==> config.mk <==
export PLATFORM = sky130hd
export DESIGN_NAME = or_flags_n
export DESIGN_NICKNAME = d
export VERILOG_FILES = /design/src/rtl/or_flags_pkg.sv /design/src/rtl/or_flags_n_detector_flanco.sv /design/src/rtl/or_flags_n.sv
export SDC_FILE = /design/constraint.sdc
export NUM_CORES = 1
export LEC_CHECK = 0
export ABC_AREA = 0
export ABC_CLOCK_PERIOD_IN_PS = 800
export BUFFER_PORTS_ARGS = -buffer_cell sky130_fd_sc_hd__buf_2
export CORE_ASPECT_RATIO = 0.9
export CORE_MARGIN = 3
export CORE_UTILIZATION = 40
export CTS_CLUSTER_DIAMETER = 50
export CTS_CLUSTER_SIZE = 25
export DETAILED_ROUTE_END_ITERATION = 10
export PLACE_DENSITY = 0.8
export SLEW_MARGIN = 25
export SYNTH_ARGS = -nofsm -noshare
export SYNTH_HDL_FRONTEND = slang
export SYNTH_HIERARCHICAL = 1
export SYNTH_SLANG_ARGS = --single-unit
==> constraint.sdc <==
create_clock -name clk -period 0.8 [get_ports clk]
set_input_delay 0.24 -clock clk [delete_from_list [all_inputs] [get_ports clk]]
set_output_delay 0.24 -clock clk [all_outputs]
set_load 0.02 [all_outputs]
==> src/rtl/or_flags_pkg.sv <==
// rtl/or_flags_pkg.sv - shared constants for the or_flags_n sticky flag combiner
package or_flags_pkg;

    localparam int OR_FLAGS_N_DEF = 8;
    localparam int OR_FLAGS_N_MAX = 32;

    // Values for the EDGE parameter
    localparam int MODO_NIVEL  = 0;
    localparam int MODO_FLANCO = 1;

endpackage

==> src/rtl/or_flags_n_detector_flanco.sv <==
// rtl/or_flags_n_detector_flanco.sv - per-channel optional synchroniser and event detector
// OR_FLAGS_SYNC_EN adds a 2-flop synchroniser ahead of detection.
module detector_flanco
    import or_flags_pkg::*;
#(
    parameter int EDGE = MODO_FLANCO
) (
    input  logic clk,
    input  logic reset,
    input  logic dato,
    output logic evento
);

    logic dato_s;
    logic dato_q;

`ifdef OR_FLAGS_SYNC_EN
    logic [1:0] sinc;

    always_ff @(posedge clk or posedge reset) begin
        if (reset) begin
            sinc <= 2'b11;
        end else begin
            sinc <= {sinc[0], dato};
        end
    end

    assign dato_s = sinc[1];
`else
    assign dato_s = dato;
`endif

    // Previous sample resets high so an input already asserted at release is not an edge
    always_ff @(posedge clk or posedge reset) begin
        if (reset) begin
            dato_q <= 1'b1;
        end else begin
            dato_q <= dato_s;
        end
    end

    assign evento = dato_s & ((EDGE == MODO_FLANCO) ? ~dato_q : 1'b1);

endmodule

==> src/rtl/or_flags_n.sv <==
// rtl/or_flags_n.sv - N-channel sticky OR combiner with W1C flags, masked request and pulse
// Optional OR_FLAGS_SYNC_EN synchronises datos before event detection.
module or_flags_n
    import or_flags_pkg::*;
#(
    parameter int N    = OR_FLAGS_N_DEF,
    parameter int EDGE = MODO_FLANCO
) (
    input  logic         clk,
    input  logic         reset,
    input  logic [N-1:0] datos,
    input  logic [N-1:0] mascara,
    input  logic [N-1:0] limpiar,
    output logic [N-1:0] pendientes,
    output logic         salida,
    output logic         salida_pulso
);

    logic [N-1:0] evento;
    logic         peticion;

    for (genvar i = 0; i < N; i++) begin : g_canal
        detector_flanco #(.EDGE(EDGE)) u_det (
            .clk    (clk),
            .reset  (reset),
            .dato   (datos[i]),
            .evento (evento[i])
        );
    end

    // Set wins over a simultaneous clear so no event is lost
    always_ff @(posedge clk or posedge reset) begin
        if (reset) begin
            pendientes <= '0;
        end else begin
            pendientes <= (pendientes & ~limpiar) | evento;
        end
    end

    assign peticion = |(pendientes & mascara);

    always_ff @(posedge clk or posedge reset) begin
        if (reset) begin
            salida       <= 1'b0;
            salida_pulso <= 1'b0;
        end else begin
            salida       <= peticion;
            salida_pulso <= peticion & ~salida;
        end
    end

endmodule

==> Word-level counts from Yosys, hierarchy flattened <==
Cells that the tools add are included.
{ "word_totals": {"output_inout_bits": 10, "input_bits": 26, "regBits": 18, "word_cells": 34} }
{ "op_classes": {"reduce_logical": 1, "bitwise": 22} }
{ "ops": {"columns": ["operator", "n"], "rows": [
  ["$and A8 B8 Y8", 2],
  ["$and A1 B1 Y1", 9],
  ["$not A1 Y1", 9],
  ["$not A8 Y8", 1],
  ["$or A8 B8 Y8", 1],
  ["$reduce_or A8 Y1", 1]
]} }

==> Logic depth before layout (Yosys ltp) <==
{ "depth": {"depth_word": 3, "depth_mapped": 2, "mapped_depth_nobuf": 2} }

==> Hierarchy <==
The synthesis kept the hierarchy.
{ "by_module_without_submodules": {"columns": ["module", "seq_area_each_um2", "area_each_um2", "n_inst", "cells_per_inst"], "rows": [
  ["or_flags_n", 250.2, 416.6, 1, 33],
  ["detector_flanco", 26.3, 43.8, 8, 3]
]} }

==> Least setup slack after synthesis <==
Ideal clock, no wire load.
{ "synth_timing": {"path_kind": "reg-to-reg", "start": "reg pendientes[2]", "end": "reg salida_pulso", "n_path_buf": 0, "synth_period_minus_slack_ns": 0.916, "required_ns": 0.661, "t_arrival_ns": 0.777, "setup_slack_ns": -0.116, "setup_ns": 0.139, "path_stages_with_launch": 3, "path_cell_list": "dfrtp_1 -> a22oi_2 -> a41oi_2"} }
{ "synth_between": {"elab_chain_len": 3} }
{ "synth_lines": {"columns": ["element", "line", "text"], "rows": [
  ["start: declaration", "or_flags_n.sv:14", "output logic [N-1:0] pendientes,"],
  ["start signal: assignment", "or_flags_n.sv:36", "pendientes <= (pendientes & ~limpiar) | evento;"],
  ["$and A8 B8 Y8", "or_flags_n.sv:40", "assign peticion = |(pendientes & mascara);"],
  ["$reduce_or A8 Y1", "or_flags_n.sv:40", null],
  ["$and A1 B1 Y1", "or_flags_n.sv:48", "salida_pulso <= peticion & ~salida;"],
  ["end signal: assignment", "or_flags_n.sv:48", null],
  ["end: declaration", "or_flags_n.sv:16", "output logic salida_pulso"]
]} }
No other way between the ends.

==> Worst setup path in the final report <==
{ "layout_timing": {"start": "reg pendientes[1]", "end": "out pendientes[1]"} }
No word-level cell between the ends.

==> flow_metrics.env <==
export IMPL_critPathCaptureType="output pin"
export IMPL_status="finished with violations"
export IMPL_grt_setup_unrepaired="true"
export IMPL_fin_nets=135
export IMPL_synth_seq_area_share_pct=60.0
export IMPL_place_gp_congestion=0.587
export IMPL_crit_slowest_cell="dfrtp_2"
export IMPL_finalNonFillerCells=132
export IMPL_diodes=0
export IMPL_synthAdderAreaFrac_pct=0
export IMPL_setup_viol=20
export IMPL_yosysWarnings=6
export IMPL_routed_via_density=4.29
export IMPL_finalCriticalPeriod_ns=1.08
export IMPL_root_buffer="clkbuf_4"
export IMPL_worstPathCellList="buf_6"
export IMPL_grtUsageTotal_pct=13.1
export IMPL_drtIter0Drc=7
export IMPL_netlist_instances=57
export IMPL_overflow=0
export IMPL_hpwl_mm=1.15
export IMPL_fill_cells=143
export IMPL_remaining_drc_errors=0
export IMPL_finalHoldViolCount=10
export IMPL_rrSetupSlack_ns=-0.20
export IMPL_maxCapViolations=0
export IMPL_worst_slack_ns=-0.280
export IMPL_grt_max_degree=11
export IMPL_worst_pin_slew_ns=0.387
export IMPL_core_um2=1730
export IMPL_path_delay_family="flip-flops"
export IMPL_num_rows=14
export IMPL_portBuffers=35
export IMPL_fin_skew_ns=0.00483
export IMPL_relSlewSlack_pct=74.1
export IMPL_numCtsBuffers=3
export IMPL_antenna_left=0
export IMPL_fin_area_um2=1180
export IMPL_crit_buf_inv=1
export IMPL_violations="hold timing, setup timing"
export IMPL_wl_per_cell_um=11.3
export IMPL_drive_gt1_share_pct=74.1
export IMPL_clock_sinks=18
export IMPL_synth_xor_area_share_pct=0
export IMPL_cts_tree="yes"
export IMPL_synth_top_family_by_area="compound AO/OA/AOI/OAI gates"
export IMPL_totalWireLength_mm=1.49
export IMPL_ioPinCount=36
export IMPL_slew_violations=0
export IMPL_cp_max_fo=2
export IMPL_whs_ns=-0.0690
export IMPL_startpoint_type="register"
export IMPL_die_w_um=52.2
export IMPL_p_per_area_nw_per_um2=1750
export IMPL_cp_arrival_ns=0.84
export IMPL_synth_compound_area_share_pct=16.5
export IMPL_routed_via_count=566
export IMPL_antenna_found_initial=0
export IMPL_grt_first_pass_wirelength_mm=2.32
export IMPL_netlist_area_um2=767
export IMPL_dpl_cell_count=118
export IMPL_firstDrtPassIters=3
export IMPL_synthesis_nets=83
export IMPL_synth_simple_area_share_pct=15.2
export IMPL_start_util_pct=44.2
export IMPL_h_tree_depth=1
export IMPL_p_leak_uw=0.000661
export IMPL_cp_required_ns=0.56
export IMPL_dpl_instance_area_um2=997
export IMPL_cts_buffer_depth=2
export IMPL_clkLatencyLatePin_ns=0.28
export IMPL_slowest_delay_ns=0.43
export IMPL_die_height_um=47.5
export IMPL_crit_type="register to output pin"
export IMPL_area_delta_synth_final_pct=53.7
export IMPL_period_share_pct=135
export IMPL_synthMuxAreaShare_pct=0
export IMPL_synth_seq_cells=18
export IMPL_yosysUniqueCellTypes=8
export IMPL_avgSynthCellArea_um2=13.5
export IMPL_hold_class="primary input to async pin"
export IMPL_setup_tns_ns=-3.38
export IMPL_fp_dieArea_um2=2480
export IMPL_path_clk_slew_ns=0.10
export IMPL_grt_pass1_vias=574
export IMPL_power_uw=2060
export IMPL_max_clock_freq_mhz=926
export IMPL_peakVddDrop_uv=1110
## logic make-up after synthesis
family	Yosys count
compound gates	13
simple gates	9
flops	18
buf+inv	17
## through the flow
stage | setup WS, ns | util (%)
after floorplan | -0.0911 | -
after global placement | -0.0723 | 57.5
after detailed placement | -0.0778 | 57.5
after CTS | -0.284 | 68.0
after global routing | -0.321 | 68.0
final | -0.280 | 68.0
## sequential cells by signal, indices dropped and copies added, names as in the netlist
name                  count
salida_pulso              1
salida                    1
pendientes                8
g_canal.u_det/dato_q      8
## power breakdown
group	switching, uW	internal (uW)	leakage [uW]
clock network	256	276	0.0000210
registers	52.2	1000	0.000196
logic	197	282	0.000444
## timing repair
item	4_1_cts	5_1_grt
gates cloned	0	0
setup endpoints to repair	20	20
resized for setup	22	0
setup buffers	10	0
pin swaps	3	1
hold endpoints to repair	10	10
## per-layer routing
metal  track usage, %  share of wire [%]  vias to the layer above
met5                0                  0                        -
met2             25.1                 51                       22
met3             3.43                6.6                        0
li1                 -                  -                      277
met4             1.53                  0                        0
met1             15.5                 42                      267
## Yosys cell counts, drive strengths merged
cell type / instances / area [um2]
inv: 17 / 63.8
dfrtp: 10 / 250
a21o: 8 / 60.1
dfstp: 8 / 210
nor2b: 8 / 110
a22oi: 4 / 50.1
a41oi: 1 / 16.3
nand4: 1 / 6.26
## cells in the final DEF (no fill, tap or decap)
cell	n
a22oi_2	4
nand4_1	1
nor2b_4	8
clkbuf_8	1
inv_1	17
dfrtp_2	8
dfrtp_1	2
a21o_1	8
buf_6	12
a41oi_2	1
buf_4	10
clkbuf_4	3
dfstp_2	8
buf_2	25
## final timing paths
check | start | end | depth (start not counted)
min in group clk | datos[1] | g_canal[1].u_det/dato_q | 1
hold reg to reg | g_canal[7].u_det/dato_q | pendientes[7] | 2
setup / recovery | pendientes[1] | pendientes[1] | 1
hold / removal | reset | salida_pulso | 2
max in group asynchronous | reset | pendientes[2] | 2
setup reg to reg | pendientes[4] | salida_pulso | 3
## layout make-up
cell class | count | area [um2] | share of cell area [%]
clock buffers | 4 | 36.3 | 3.08
multi-input cells | 22 | 243 | 20.6
flip-flops and latches | 18 | 470 | 39.9
well taps | 24 | 30.0 | 2.55
repair buffers | 47 | 335 | 28.5
inverters | 17 | 63.8 | 5.41
Power figures use the tool's default switching activity.
